**config.mk**
```make
export PLATFORM = sky130hd
export DESIGN_NAME = lsu_ctrl
export DESIGN_NICKNAME = d
export VERILOG_FILES = /design/src/rtl/npc_micro_pkg.sv /design/src/rtl/lsu_lane_align.sv /design/src/rtl/lsu_ctrl.sv
export SDC_FILE = /design/constraint.sdc
export NUM_CORES = 1
export LEC_CHECK = 0
export ABC_CLOCK_PERIOD_IN_PS = 1800
export BUFFER_PORTS_ARGS = -buffer_cell sky130_fd_sc_hd__buf_2
export CORE_AREA = 2 2 121 111
export DETAILED_ROUTE_END_ITERATION = 16
export DIE_AREA = 0 0 123 113
export PLACE_DENSITY = 0.87
export SETUP_SLACK_MARGIN = 0.5
export SYNTH_ARGS = -nofsm -noshare
export SYNTH_HDL_FRONTEND = slang
export SYNTH_SLANG_ARGS = --single-unit
```
**constraint.sdc**
```tcl
create_clock -name clk -period 1.8 [get_ports clk]
set_input_delay 0.36 -clock clk [delete_from_list [all_inputs] [get_ports clk]]
set_output_delay 0.36 -clock clk [all_outputs]
set_load 0.05 [all_outputs]
```
**src/rtl/npc_micro_pkg.sv**
```systemverilog
// Shared micro-command definitions for the decode lookup and the LSU.
// Provides the MREN/MWEN size codes, the LSU error code enum, the LSU
// state type and a misalignment helper.
package npc_micro_pkg;

    // Load size codes (MREN field)
    localparam logic [1:0] MREN_NONE = 2'b00;
    localparam logic [1:0] MREN_BYTE = 2'b01;
    localparam logic [1:0] MREN_HALF = 2'b10;
    localparam logic [1:0] MREN_WORD = 2'b11;

    // Store size codes (MWEN field), same encoding as MREN
    localparam logic [1:0] MWEN_NONE = 2'b00;
    localparam logic [1:0] MWEN_BYTE = 2'b01;
    localparam logic [1:0] MWEN_HALF = 2'b10;
    localparam logic [1:0] MWEN_WORD = 2'b11;

    typedef enum logic [1:0] {
        LSU_OK       = 2'b00,
        LSU_MISALIGN = 2'b01,
        LSU_TIMEOUT  = 2'b10,
        LSU_ILLEGAL  = 2'b11
    } lsu_err_e;

    typedef enum logic [1:0] {
        ST_IDLE = 2'b00,
        ST_REQ  = 2'b01,
        ST_WAIT = 2'b10,
        ST_DONE = 2'b11
    } lsu_state_e;

    // Half accesses need addr[0]=0, word accesses need addr[1:0]=0.
    function automatic logic is_misaligned(input logic [1:0] size, input logic [1:0] off);
        logic bad;
        bad = 1'b0;
        if (size == MREN_HALF && off[0]) bad = 1'b1;
        if (size == MREN_WORD && off != 2'b00) bad = 1'b1;
        return bad;
    endfunction

endpackage

```
**src/rtl/lsu_lane_align.sv**
```systemverilog
// Combinational byte-lane alignment for the LSU.
// Ports:
//   size      - access size code (MREN/MWEN encoding)
//   off       - byte offset addr[1:0]
//   is_unsigned - zero-extend loads when 1, sign-extend when 0
//   wdata     - right-aligned store data
//   rdata     - raw word read from memory
//   wstrb     - byte-lane write strobes for a store of this size
//   wdata_sh  - store data shifted into its lanes
//   rdata_ext - load data shifted down and extended to 32 bits
module lsu_lane_align
    import npc_micro_pkg::*;
(
    input  logic [1:0]  size,
    input  logic [1:0]  off,
    input  logic        is_unsigned,
    input  logic [31:0] wdata,
    input  logic [31:0] rdata,
    output logic [3:0]  wstrb,
    output logic [31:0] wdata_sh,
    output logic [31:0] rdata_ext
);

    logic [31:0] rdata_sh;
    logic [4:0]  bit_sh;

    always_comb begin
        bit_sh    = {off, 3'b000};
        wdata_sh  = wdata << bit_sh;
        rdata_sh  = rdata >> bit_sh;
        wstrb     = 4'b0000;
        rdata_ext = 32'h0;
        unique case (size)
            MREN_BYTE: begin
                wstrb     = 4'b0001 << off;
                rdata_ext = {{24{~is_unsigned & rdata_sh[7]}}, rdata_sh[7:0]};
            end
            MREN_HALF: begin
                wstrb     = 4'b0011 << off;
                rdata_ext = {{16{~is_unsigned & rdata_sh[15]}}, rdata_sh[15:0]};
            end
            MREN_WORD: begin
                wstrb     = 4'b1111;
                rdata_ext = rdata_sh;
            end
            default: begin
                wstrb     = 4'b0000;
                rdata_ext = 32'h0;
            end
        endcase
    end

endmodule

```
**src/rtl/lsu_ctrl.sv**
```systemverilog
// Load/store unit controller: executes one MREN/MWEN micro-command per
// transaction against a single-port valid/ready data memory, then returns one
// result beat with aligned/extended load data and an error code.
// Ports:
//   clk, rst_n          - clock, synchronous active-low reset
//   cmd_*               - command handshake and fields from decode/ALU
//   mem_req_*           - memory request (word address, strobes, lane data)
//   mem_resp_*          - memory response / store ack
//   res_valid/rdata/err - one-cycle result pulse to writeback
module lsu_ctrl
    import npc_micro_pkg::*;
#(
    parameter int unsigned ADDR_W  = 32,
    parameter int unsigned DATA_W  = 32,
    parameter int unsigned TIMEOUT = 64
) (
    input  logic              clk,
    input  logic              rst_n,
    input  logic              cmd_valid,
    output logic              cmd_ready,
    input  logic [1:0]        cmd_mren,
    input  logic [1:0]        cmd_mwen,
    input  logic              cmd_unsigned,
    input  logic [ADDR_W-1:0] cmd_addr,
    input  logic [DATA_W-1:0] cmd_wdata,
    output logic              mem_req_valid,
    input  logic              mem_req_ready,
    output logic [ADDR_W-1:0] mem_req_addr,
    output logic              mem_req_wen,
    output logic [3:0]        mem_req_wstrb,
    output logic [DATA_W-1:0] mem_req_wdata,
    input  logic              mem_resp_valid,
    input  logic [DATA_W-1:0] mem_resp_rdata,
    output logic              res_valid,
    output logic [DATA_W-1:0] res_rdata,
    output logic [1:0]        res_err
);

    localparam int unsigned      CNT_W = $clog2(TIMEOUT) + 1;
    localparam logic [CNT_W-1:0] LIMIT = CNT_W'(TIMEOUT - 1);

    lsu_state_e        state_q, state_d;
    logic [CNT_W-1:0]  cnt_q, cnt_d;
    logic [ADDR_W-1:0] addr_q, addr_d;
    logic [1:0]        off_q, off_d;
    logic [1:0]        size_q, size_d;
    logic              uns_q, uns_d;
    logic              store_q, store_d;
    logic [DATA_W-1:0] wdata_q, wdata_d;
    logic [DATA_W-1:0] res_rdata_q, res_rdata_d;
    lsu_err_e          res_err_q, res_err_d;

    logic [3:0]        al_wstrb;
    logic [DATA_W-1:0] al_wdata;
    logic [DATA_W-1:0] al_rdata;
    logic [1:0]        cmd_size;

    // Operates on latched fields so request outputs stay stable in REQ.
    lsu_lane_align u_align (
        .size        (size_q),
        .off         (off_q),
        .is_unsigned (uns_q),
        .wdata       (wdata_q),
        .rdata       (mem_resp_rdata),
        .wstrb       (al_wstrb),
        .wdata_sh    (al_wdata),
        .rdata_ext   (al_rdata)
    );

    always_comb begin
        state_d     = state_q;
        cnt_d       = cnt_q;
        addr_d      = addr_q;
        off_d       = off_q;
        size_d      = size_q;
        uns_d       = uns_q;
        store_d     = store_q;
        wdata_d     = wdata_q;
        res_rdata_d = res_rdata_q;
        res_err_d   = res_err_q;
        cmd_size    = (cmd_mwen != MWEN_NONE) ? cmd_mwen : cmd_mren;

        unique case (state_q)
            ST_IDLE: begin
                if (cmd_valid) begin
                    addr_d  = {cmd_addr[ADDR_W-1:2], 2'b00};
                    off_d   = cmd_addr[1:0];
                    size_d  = cmd_size;
                    uns_d   = cmd_unsigned;
                    store_d = (cmd_mwen != MWEN_NONE);
                    wdata_d = cmd_wdata;
                    if (cmd_mren != MREN_NONE && cmd_mwen != MWEN_NONE) begin
                        state_d     = ST_DONE;
                        res_err_d   = LSU_ILLEGAL;
                        res_rdata_d = '0;
                    end else if (cmd_mren == MREN_NONE && cmd_mwen == MWEN_NONE) begin
                        state_d     = ST_DONE;
                        res_err_d   = LSU_OK;
                        res_rdata_d = '0;
                    end else if (is_misaligned(cmd_size, cmd_addr[1:0])) begin
                        state_d     = ST_DONE;
                        res_err_d   = LSU_MISALIGN;
                        res_rdata_d = '0;
                    end else begin
                        state_d = ST_REQ;
                        cnt_d   = '0;
                    end
                end
            end
            ST_REQ: begin
                cnt_d = cnt_q + CNT_W'(1);
                if (cnt_q == LIMIT) begin
                    state_d     = ST_DONE;
                    res_err_d   = LSU_TIMEOUT;
                    res_rdata_d = '0;
                end else if (mem_req_ready) begin
                    state_d = ST_WAIT;
                end
            end
            ST_WAIT: begin
                cnt_d = cnt_q + CNT_W'(1);
                // A response on the last allowed cycle still completes normally.
                if (mem_resp_valid) begin
                    state_d     = ST_DONE;
                    res_err_d   = LSU_OK;
                    res_rdata_d = store_q ? '0 : al_rdata;
                end else if (cnt_q == LIMIT) begin
                    state_d     = ST_DONE;
                    res_err_d   = LSU_TIMEOUT;
                    res_rdata_d = '0;
                end
            end
            ST_DONE: begin
                state_d = ST_IDLE;
            end
            default: begin
                state_d = ST_IDLE;
            end
        endcase
    end

    always_ff @(posedge clk) begin
        if (!rst_n) begin
            state_q     <= ST_IDLE;
            cnt_q       <= '0;
            addr_q      <= '0;
            off_q       <= '0;
            size_q      <= '0;
            uns_q       <= 1'b0;
            store_q     <= 1'b0;
            wdata_q     <= '0;
            res_rdata_q <= '0;
            res_err_q   <= LSU_OK;
        end else begin
            state_q     <= state_d;
            cnt_q       <= cnt_d;
            addr_q      <= addr_d;
            off_q       <= off_d;
            size_q      <= size_d;
            uns_q       <= uns_d;
            store_q     <= store_d;
            wdata_q     <= wdata_d;
            res_rdata_q <= res_rdata_d;
            res_err_q   <= res_err_d;
        end
    end

    always_comb begin
        cmd_ready     = (state_q == ST_IDLE);
        mem_req_valid = (state_q == ST_REQ);
        res_valid     = (state_q == ST_DONE);
        mem_req_addr  = addr_q;
        mem_req_wen   = store_q;
        mem_req_wstrb = store_q ? al_wstrb : 4'b0000;
        mem_req_wdata = store_q ? al_wdata : '0;
        res_rdata     = res_rdata_q;
        res_err       = res_err_q;
    end

endmodule

```
==> metrics.txt <==
H-tree depth=3; initial antenna violation count=1; gr usage total=33.7%; area of the mapped netlist=0.00554 sq mm; area delta synth->final=94.6%; failing checks=negative setup slack; largest net degree at the start of global routing=50; total number of vias=around 7200; skew final=0.00537 ns; Setup crit end=mem_req_wdata[18]; width of the die=123 microns; GRT overflow=0; met1 usage=between 40% and 50%; routed len/inst=24.2 microns; DP HPWL=13000 microns; Max FO, Critical Path=8; Yosys cell types=between 50 and 60; # setup viols final=between 70 and 80; Setup crit start=off_q[0]$_SDFFE_PN0P_; R2R Path End=res_rdata[17]$_SDFFE_PN0P_; clk sinks=roughly 110; RSZ-0062 raised after global routing=true; final net count=between 1000 and 1500; GRT Max-Usage Layer=met2; port buffer count=209; num rows=39; Setup WS pre-CTS=-0.258 ns; number of CTS-inserted buffers=9; clock transition at the registers of the reported paths=~0.080 ns; leakage=between 4 and 5 nW; Hold Violations, Final=0; power per cell area=1240 mW/mm^2; Final Instance Area=~0.011 sq mm; global-route wire length before repair=about 36000 microns; Gate Count Post-Synth=695; Placeable Area=0.0126 sq mm; Total Power=~13 mW; Via density=approximately 6; CTS Root Cell=clkbuf_16; vias in the first global route=slightly below 7000; syn_area_per_cell=7.98 sq um; met3 Use GR=approximately 10%; Detail Route Antenna Nets=0; post-layout util=between 80 and 90%; io pins=roughly 210; Critical Path RT=approximately 1.4 ns; area post-placement=between 0.007 and 0.008 sq mm; routed wire length=28100 microns; met2 GRT Util=56.2%; CTS Hold Bufs=0; share of cells above drive strength 1=a little under two thirds; clk_lat worst skew=0.37 ns; r2r worst-path depth=10; DR iter-0 viols=between 600 and 700; DRC=0; die height=~110 microns; placer congestion estimate=between 0.8 and 0.9; number of synthesized flops with an enable pin=0; Tmin final=between 2 and 2.5 ns; critical path arrival=1.75 ns; buffer depth of the longest clock path=2; max-cap violation count=0; r2r setup slk=-0.20 ns; synthesized flop and latch total=111; final critical-path setup slack=-0.314 ns; final period utilization=117%; Async SR Flop Fraction=0%; Initial Utilization=between 40 and 50%; FF-to-FF Start=state_q[1]$_SDFFE_PN0P_; fin. max-slew vios=0; maximum VDD drop=roughly 1.2 mV; die area=approximately 0.014 sq mm; Worst setup EP type=output pin; CP startpoint kind=register; status=complete, but fails checks; Yosys warning count=0; total iterations of the first detailed-routing run=8; ys flop type=dfxtp_1; CTS tree=done; WS Path Type=reg2out; Fmax achieved=between 0.4 and 0.5 GHz; Hold Crit Class=in2reg; sequential area share after synthesis=40.1%
## state kept, by name, summed over array words and instances (netlist names)
register / flops
cnt_q: 7
mem_req_addr: 30
mem_req_wen: 1
off_q: 2
res_err: 2
res_rdata: 32
size_q: 2
state_q: 2
uns_q: 1
wdata_q: 32
## worst min-delay path by stage
stage,from,end,slack [ns],cells after the start
floorplan,wdata_q[24]$_SDFFE_PN0P_,wdata_q[24]$_SDFFE_PN0P_,0.44,2
global placement,mem_req_addr[8]$_SDFFE_PN0P_,mem_req_addr[8]$_SDFFE_PN0P_,0.44,2
detailed placement,mem_req_addr[25]$_SDFFE_PN0P_,mem_req_addr[25]$_SDFFE_PN0P_,0.44,2
CTS,cmd_addr[29],mem_req_addr[29]$_SDFFE_PN0P_,0.22,3
global route,cmd_wdata[11],wdata_q[11]$_SDFFE_PN0P_,0.24,3
finish,cmd_wdata[11],wdata_q[11]$_SDFFE_PN0P_,0.24,3
## through the flow
stage | cells | TNS [ns] | hold slack [ns]
after global placement | 1069 | -6.48 | 0.438
after global routing | 1164 | -15.60 | 0.238
after CTS | 1143 | -5.88 | 0.222
after floorplan | 696 | 0 | 0.436
after detailed placement | 1069 | -7.72 | 0.444
final | 1164 | -12.60 | 0.239
## worst max-delay path, stage by stage (launching register included)
cell and delay [ns]:
dfxtp_4 0.45, buf_12 0.19, mux2i_2 0.30, o21ai_1 0.11, and2_4 0.17, buf_6 0.15
## power by group
group / switching, mW / internal (mW) / leakage, nW
Combinational: 4.37 / 3.69 / 3.53
Clock: 1.05 / 1.00 / 0.146
Sequential: 0.468 / 2.84 / 0.914
## logic make-up after synthesis
group	after synthesis	share of synthesized area (%)
buffers and inverters	65	5.37
flip-flops	111	40.1
multiplexers	42	7.81
adder cells (fa/ha/maj)	9	2.03
XOR/XNOR	4	0.632
AND/OR/NAND/NOR	262	21.1
other	1	0.0676
AO/OA/AOI/OAI	201	22.9
## Yosys cell counts (all sizes together) (3+ instances only)
master / instances / share of area (%)
a21oi: 104 / 9.8
or3: 4 / 0.45
mux2i: 41 / 7.4
nand3: 7 / 0.63
a211oi: 10 / 1.4
nand3b: 3 / 0.41
dfxtp: 111 / 40
and2: 18 / 2.0
nand2b: 3 / 0.34
clkbuf: 27 / 2.0
nor2: 30 / 2.0
o21ai: 31 / 2.8
a22o: 8 / 1.3
buf: 25 / 2.5
a32o: 16 / 2.9
and3: 10 / 1.1
or2: 4 / 0.45
nor2b: 10 / 1.1
nand2: 166 / 11
a31oi: 4 / 0.45
o2bb2ai: 9 / 1.4
ha: 9 / 2.0
inv: 13 / 0.88
## cell type report
type,count,area [sq um]
multi-input combinational,520,4570
inverter,13,65.1
sequential,111,2260
tap,164,205
clock inverter,6,52.6
timing repair buffer,339,3400
fill,549,1800
clock buffer,10,239
antenna,1,2.50
## layout by cell type (no fill, tap or decap), types with 7 or more instances in the layout
cell       netlist  routed
and3_4           0       9
a211oi_1        10       9
nor2_4           0      15
clkbuf_16        0      10
mux2i_4          0       8
o21ai_1          1      21
dfxtp_2          0      12
and2_4           0      18
a22o_1           8       8
buf_8            0      19
buf_4            2      91
buf_2           11     105
a21oi_4          1       7
nand2_4          0      64
a32o_1          16      16
buf_12           0      18
nor2b_1         10       8
buf_16           0      18
a21oi_2          3      75
dfxtp_1        111      94
nand2_1        166      95
buf_6            3      85
nor2_1          30      13
o2bb2ai_1        9       8
a21oi_1        100      22
mux2i_1         41      29
## timing repair
item,4_1_cts,5_1_grt
gates cloned,19,1
pin swaps,89,49
endpoints found under the setup margin,210,174
buffers inserted,39,19
gates resized for setup,388,177
## layer usage
layer | wire length [microns] | vias to the layer above
li1 | - | 3033
met1 | 10200 | 3410
met2 | 13300 | 550
met3 | 2930 | 161
met4 | 1690 | 0
met5 | 0 | -
Power figures use the tool's default switching activity.
